## src/rtl/arb_pkg.sv

```systemverilog
// Shared types and the circular pick function for the four-way round-robin arbiter.
package arb_pkg;

   localparam int unsigned N_REQ = 4;
   localparam int unsigned SEL_W = 2;

   typedef enum logic {
      IDLE  = 1'b0,
      GRANT = 1'b1
   } arb_state_t;

   // Returns {found, idx}: the first set request at or after start, wrapping mod N_REQ.
   function automatic logic [SEL_W:0] rr_pick(input logic [N_REQ-1:0] req,
                                              input logic [SEL_W-1:0] start);
      logic [SEL_W:0]   res;
      logic [SEL_W-1:0] idx;
      res = {1'b0, {SEL_W{1'b0}}};
      // Walk from the farthest offset down so the nearest hit wins.
      for (int i = N_REQ - 1; i >= 0; i--) begin
         idx = start + SEL_W'(i);
         if (req[idx]) begin
            res = {1'b1, idx};
         end else begin
            res = res;
         end
      end
      return res;
   endfunction

endpackage

```

## src/rtl/rr_arbiter_4_if.sv

```systemverilog
// Request / grant / handshake bundle between requesters, the arbiter and the mux consumer.
interface rr_arbiter_4_if;
   import arb_pkg::*;

   logic [N_REQ-1:0] req;
   logic             out_ready;
   logic [SEL_W-1:0] select;
   logic [N_REQ-1:0] grant;
   logic             out_valid;
   logic [N_REQ-1:0] ack;
   logic             busy;

   modport master (
      input  req, out_ready,
      output select, grant, out_valid, ack, busy
   );

   modport slave (
      output req, out_ready,
      input  select, grant, out_valid, ack, busy
   );

endinterface

```

## src/rtl/rr_pick_4.sv

```systemverilog
// Combinational circular priority encoder: first asserted req searching upward from start.
module rr_pick_4
   import arb_pkg::*;
(
   input  logic [N_REQ-1:0] req,
   input  logic [SEL_W-1:0] start,
   output logic             found,
   output logic [SEL_W-1:0] idx
);

   logic [SEL_W:0] res_s;

   // Evaluate the shared pick function.
   always_comb begin
      res_s = rr_pick(req, start);
   end

   assign found = res_s[SEL_W];
   assign idx   = res_s[SEL_W-1:0];

endmodule

```

## src/rtl/rr_arbiter_4.sv

```systemverilog
// Round-robin arbiter steering mux_4x1: grants one requester for up to QUANTUM beats, then rotates.
module rr_arbiter_4
   import arb_pkg::*;
#(
   parameter int unsigned QUANTUM = 4,
   parameter int unsigned CNT_W   = 4
) (
   input  logic           clk,
   input  logic           reset,
   rr_arbiter_4_if.master bus
);

   arb_state_t       state_q, state_d;
   logic [SEL_W-1:0] select_q, select_d;
   logic [N_REQ-1:0] grant_q, grant_d;
   logic [SEL_W-1:0] ptr_q, ptr_d;
   logic [CNT_W-1:0] beat_cnt_q, beat_cnt_d;

   logic             in_grant_s;
   logic             valid_s;
   logic             hs_s;
   logic             release_s;
   logic [SEL_W-1:0] pick_start_s;
   logic             pick_found_s;
   logic [SEL_W-1:0] pick_idx_s;

   assign in_grant_s = (state_q == GRANT);
   assign valid_s    = in_grant_s & bus.req[select_q];
   assign hs_s       = valid_s & bus.out_ready;
   assign release_s  = in_grant_s &
                       ((hs_s & (beat_cnt_q == CNT_W'(QUANTUM - 1))) | ~bus.req[select_q]);

   // One encoder serves both paths: idle searches from ptr, release searches past the current owner.
   assign pick_start_s = in_grant_s ? (select_q + SEL_W'(1)) : ptr_q;

   rr_pick_4 u_pick (
      .req   (bus.req),
      .start (pick_start_s),
      .found (pick_found_s),
      .idx   (pick_idx_s)
   );

   // Next-state and register-input computation.
   always_comb begin
      state_d    = state_q;
      select_d   = select_q;
      grant_d    = grant_q;
      ptr_d      = ptr_q;
      beat_cnt_d = beat_cnt_q;
      case (state_q)
         IDLE: begin
            if (pick_found_s) begin
               state_d    = GRANT;
               select_d   = pick_idx_s;
               grant_d    = 4'b0001 << pick_idx_s;
               beat_cnt_d = {CNT_W{1'b0}};
            end else begin
               state_d = IDLE;
            end
         end
         GRANT: begin
            if (release_s) begin
               ptr_d = select_q + SEL_W'(1);
               if (pick_found_s) begin
                  select_d   = pick_idx_s;
                  grant_d    = 4'b0001 << pick_idx_s;
                  beat_cnt_d = {CNT_W{1'b0}};
               end else begin
                  state_d = IDLE;
                  grant_d = 4'b0000;
               end
            end else if (hs_s) begin
               beat_cnt_d = beat_cnt_q + CNT_W'(1);
            end else begin
               beat_cnt_d = beat_cnt_q;
            end
         end
         default: begin
            state_d    = IDLE;
            grant_d    = 4'b0000;
            beat_cnt_d = {CNT_W{1'b0}};
         end
      endcase
   end

   // State registers with synchronous reset.
   always_ff @(posedge clk) begin
      if (reset) begin
         state_q    <= IDLE;
         select_q   <= {SEL_W{1'b0}};
         grant_q    <= 4'b0000;
         ptr_q      <= {SEL_W{1'b0}};
         beat_cnt_q <= {CNT_W{1'b0}};
      end else begin
         state_q    <= state_d;
         select_q   <= select_d;
         grant_q    <= grant_d;
         ptr_q      <= ptr_d;
         beat_cnt_q <= beat_cnt_d;
      end
   end

   // Handshake outputs are suppressed while reset is held, whatever the registers contain.
   assign bus.select    = select_q;
   assign bus.grant     = grant_q;
   assign bus.out_valid = ~reset & valid_s;
   assign bus.ack       = reset ? 4'b0000 : (grant_q & {N_REQ{hs_s}});
   assign bus.busy      = ~reset & in_grant_s;

endmodule

```

## src/flat_wrapper.sv

```systemverilog
// flat-port wrapper written by rule: the top's interface ports become plain ports
module rr_arbiter_4_flat import arb_pkg::*;
#(
   parameter int unsigned QUANTUM = 4,
   parameter int unsigned CNT_W   = 4
)
  (clk, reset, bus_req, bus_out_ready, bus_select, bus_grant, bus_out_valid, bus_ack, bus_busy);
  rr_arbiter_4_if bus_i ();
  input  logic clk;
  input  logic reset;
  input wire logic [$bits(bus_i.req)-1:0] bus_req;
  input wire logic [$bits(bus_i.out_ready)-1:0] bus_out_ready;
  output wire logic [$bits(bus_i.select)-1:0] bus_select;
  output wire logic [$bits(bus_i.grant)-1:0] bus_grant;
  output wire logic [$bits(bus_i.out_valid)-1:0] bus_out_valid;
  output wire logic [$bits(bus_i.ack)-1:0] bus_ack;
  output wire logic [$bits(bus_i.busy)-1:0] bus_busy;
  assign bus_i.req = bus_req;
  assign bus_i.out_ready = bus_out_ready;
  assign bus_select = bus_i.select;
  assign bus_grant = bus_i.grant;
  assign bus_out_valid = bus_i.out_valid;
  assign bus_ack = bus_i.ack;
  assign bus_busy = bus_i.busy;
  rr_arbiter_4 #(.QUANTUM(QUANTUM), .CNT_W(CNT_W)) u_core (.clk(clk), .reset(reset), .bus(bus_i));
endmodule
```

## config.mk

```make
export PLATFORM = sky130hd
export DESIGN_NAME = rr_arbiter_4_flat
export DESIGN_NICKNAME = d
export VERILOG_FILES = /design/src/rtl/arb_pkg.sv /design/src/rtl/rr_arbiter_4_if.sv /design/src/rtl/rr_pick_4.sv /design/src/rtl/rr_arbiter_4.sv /design/src/flat_wrapper.sv
export SDC_FILE = /design/constraint.sdc
export NUM_CORES = 1
export LEC_CHECK = 0
export BUFFER_PORTS_ARGS = -buffer_cell sky130_fd_sc_hd__buf_2
export CAP_MARGIN = 20
export CELL_PAD_IN_SITES_DETAIL_PLACEMENT = 1
export CELL_PAD_IN_SITES_GLOBAL_PLACEMENT = 1
export CORE_ASPECT_RATIO = 1.5
export CORE_MARGIN = 3
export CORE_UTILIZATION = 43
export CTS_BUF_LIST = sky130_fd_sc_hd__clkbuf_4 sky130_fd_sc_hd__clkbuf_8
export CTS_CLUSTER_DIAMETER = 100
export DETAILED_ROUTE_END_ITERATION = 8
export PLACE_DENSITY = 0.82
export SYNTH_ARGS = -nofsm -noshare
export SYNTH_HDL_FRONTEND = slang
export SYNTH_SLANG_ARGS = --single-unit
```

## constraint.sdc

```tcl
create_clock -name clk -period 2.5 [get_ports clk]
set_input_delay 0.5 -clock clk [delete_from_list [all_inputs] [get_ports clk]]
set_output_delay 0.5 -clock clk [all_outputs]
set_load 0.02 [all_outputs]
```

==> reports/qor.csv <==
stage;metric;value;unit
outcome;status;completed;
synthesis;ys.flop_type;dfxtp_1;
placement;numPortBuffers;18;
clock_network;cts-root-buf;clkbuf_4;
layout;num_antenna_cells;0;
power_and_ir_drop;ir_worst_vdd;322;uV
route;vias;863;
grt;grt_max_degree;15;
route;first_iter_violations;25;
power_and_ir_drop;p_sw_frac;0.348;
timing;clock.fmax;427;MHz
timing;whs;491;ps
timing;skew;1.63;ps
timing;tns;0;ps
setup_path;slowest_stage;dfxtp_1;
clock_network;cts.sinks;13;
synthesis;synth_warnings;0;
route;drt_first_pass_iters;4;
grt;grt-ovfl-total;0;
power_and_ir_drop;p_seq_frac;0.434;
timing;period_needed;2340;ps
synthesis;syn_nets;112;
synthesis;yosysSeqAreaShare;0.303;
timing;period_share;0.937;
route;wire_per_inst;16.0;um
layout;seq_area;263;um^2
job;cap_violations;0;
clock_network;clkTransAtPathRegs;80;ps
setup_path;crit_type;register to output pin;
power_and_ir_drop;intPower;0.000378;W
setup_path;path_max_fanout;9;
setup_path;crit_required;2000;ps
setup_path;path_cells;mux2i_1 > o22ai_4 > nor2b_1 > and3_1 > buf_2;
clock_network;cts_setup_buffers;0;
setup_path;crit_path_end_kind;output pin;
layout;final_net_count;133;
timing;relSlewSlack;0.458;
power_and_ir_drop;p_sw;0.000202;W
clock_network;cts-buffers-inserted;3;
grt;first_global_vias;897;
clock_network;cts_buffer_depth;2;
clock_network;cts_tree;yes;
route;via_per_inst;5.95;
die;die_w;42.5;um
timing;drv_slew;0;
power_and_ir_drop;comb_power_share;0.319;
die;die-area;2580;um^2
setup_path;worst_path_largest_cell_delay;440;ps
power_and_ir_drop;clkPwrFrac;0.247;
power_and_ir_drop;p_per_area;580;nW/um^2
die;io_pins;19;
clock_network;cts_hold_buf;0;
synthesis;syn-cell-area;858;um^2
synthesis;syn_area_per_cell;8.25;um^2
grt;track_usage;0.206;
timing;tightest_slew;813;ps
setup_path;path_buf_inv;1;
setup_path;crit_family;simple AND/OR/NAND/NOR gates;
synthesis;synth-seq-cells;13;
setup_path;critical_path_arrival;1840;ps
clock_network;insertion_delay;270;ps
grt;grt_pass1_wl;4040;um
die;coreArea;1850;um^2
die;initial_utilization;0.463;
route;drtAntennaViolNets;0;
synthesis;synth_cell_type_count;40;
timing;finalHoldViolCount;0;
synthesis;async_flop_share;0;
route;drc;0;
layout;multi_input_area;544;um^2
route;wl;2330;um
layout;fill_cells;249;
clock_network;cts.htree.levels;1;
hold_path;min_path_type;register to register;
setup_path;critPathLaunchType;register;
grt;antenna_found_initial;0;
synthesis;syn_inst;104;
placement;place_area;958;um^2
die;chipHeight;60.7;um
timing;setup_viol;0;
placement;dp_hpwl;1770;um
layout;syn_to_final_growth;16.3;%
die;rows;19;
layout;drive_above_1_share;0.250;
layout;fin_area;998;um^2
placement;gp_congestion;0.914;
power_and_ir_drop;p_leak;0.451;nW
synthesis;synth-edff-count;0;
[flip-flops by register name, indices dropped and copies added (netlist names)]
| name | flops |
|---|---|
| u_core.beat_cnt_q | 4 |
| u_core.bus.grant | 4 |
| u_core.bus.select | 2 |
| u_core.in_grant_s | 1 |
| u_core.ptr_q | 2 |
[layout by cell type, fill, tap and decap left out, types with 4 or more instances in the layout]
master,count
buf_2,18
dfxtp_1,11
nor2_1,10
a21oi_1,8
inv_1,7
nand2_1,6
and3_1,5
nand3_1,4
a32o_1,4
clkbuf_4,4
[metrics by stage]
| stage | utilization | std cells | total power (W) | setup slack (ps) |
|---|---|---|---|---|
| 5_1_grt | 0.538 | 145 | 0.000616 | -6.96 |
| 3_3_place_gp | 0.517 | 141 | 0.000431 | 271 |
| 4_1_cts | 0.534 | 145 | 0.000580 | 9.00 |
| 3_5_place_dp | 0.517 | 141 | 0.000436 | 228 |
| 2_1_floorplan | - | 104 | 0.000387 | 185 |
| 6_report | 0.538 | 145 | 0.000579 | 157 |
[path summary, 6_finish.rpt]
check	slack [ps]	to	start	cells after the start
max	160	bus_ack[2]	u_core.bus.select[0]$_SDFFE_PP0P_	5
min	490	u_core.bus.grant[0]$_SDFFE_PP0P_	u_core.bus.grant[0]$_SDFFE_PP0P_	1
max reg2reg	420	u_core.bus.grant[1]$_SDFFE_PP0P_	u_core.bus.select[0]$_SDFFE_PP0P_	6
min reg2reg	490	u_core.bus.grant[0]$_SDFFE_PP0P_	u_core.bus.grant[0]$_SDFFE_PP0P_	1
[cells in the mapped netlist (2+ instances only)]
cell type	n	area, um^2
buf_6	2	22.5
nor2b_1	2	12.5
and3_1	5	31.3
a21oi_1	8	40.0
nand2_1	6	22.5
a32o_1	4	40.0
o211ai_1	2	15.0
inv_1	7	26.3
nand3_1	4	20.0
dfxtp_1	13	260
and2_0	2	12.5
nor2_1	10	37.5
or3_1	2	12.5
o21ai_0	3	15.0
a211oi_1	3	22.5
a21o_1	3	22.5
nor3_1	3	15.0
mux2i_1	3	30.0
[metal layers]
metal	vias to the layer above	global-route usage	wire length, um
li1	424	-	-
met1	414	0.226	949
met2	21	0.405	1270
met3	4	0.0178	73
met4	0	0.0800	32
met5	-	0	0
[kinds of logic (layout without fill, tap and decap cells)]
| family | count (synthesis) | in the layout | synth area share |
|---|---|---|---|
| xor gates and xnor gates | 2 | 2 | 0.0423 |
| AOI/OAI and AO/OA | 31 | 31 | 0.264 |
| DFF | 13 | 13 | 0.303 |
| adders and majority gates | 1 | 1 | 0.0146 |
| buffers and inverters | 12 | 32 | 0.0714 |
| and+or+nand+nor | 42 | 42 | 0.270 |
| muxes | 3 | 3 | 0.0350 |
[layout make-up]
type                    count  share of cell area
clock buffers               4              0.0301
repair buffers             20               0.105
inverters                   8              0.0301
multi-input cells          79               0.545
flip-flops and latches     13               0.263
well taps                  21              0.0263
[repair_timing]
action	in CTS	in global routing
resized for setup	1	2
endpoints found under the setup margin	4	5
cloned	0	0
[worst register-to-register path, cell delays in order (launching register included)]
cell and delay [ps]:
dfxtp_1 440, buf_4 200, xnor2_4 90, a21o_1 190
a222oi_1 740, inv_2 80, a32o_1 240
[power by group through the flow]
stage / clock network, W / logic (W) / registers [W]
2_1_floorplan: 0 / 0.000130 / 0.000257
3_3_place_gp: 0 / 0.000177 / 0.000255
3_5_place_dp: 0 / 0.000181 / 0.000255
4_1_cts: 0.000147 / 0.000182 / 0.000251
5_1_grt: 0.000155 / 0.000206 / 0.000255
6_report: 0.000143 / 0.000185 / 0.000251
No activity file was read; power rests on OpenSTA's default activity.
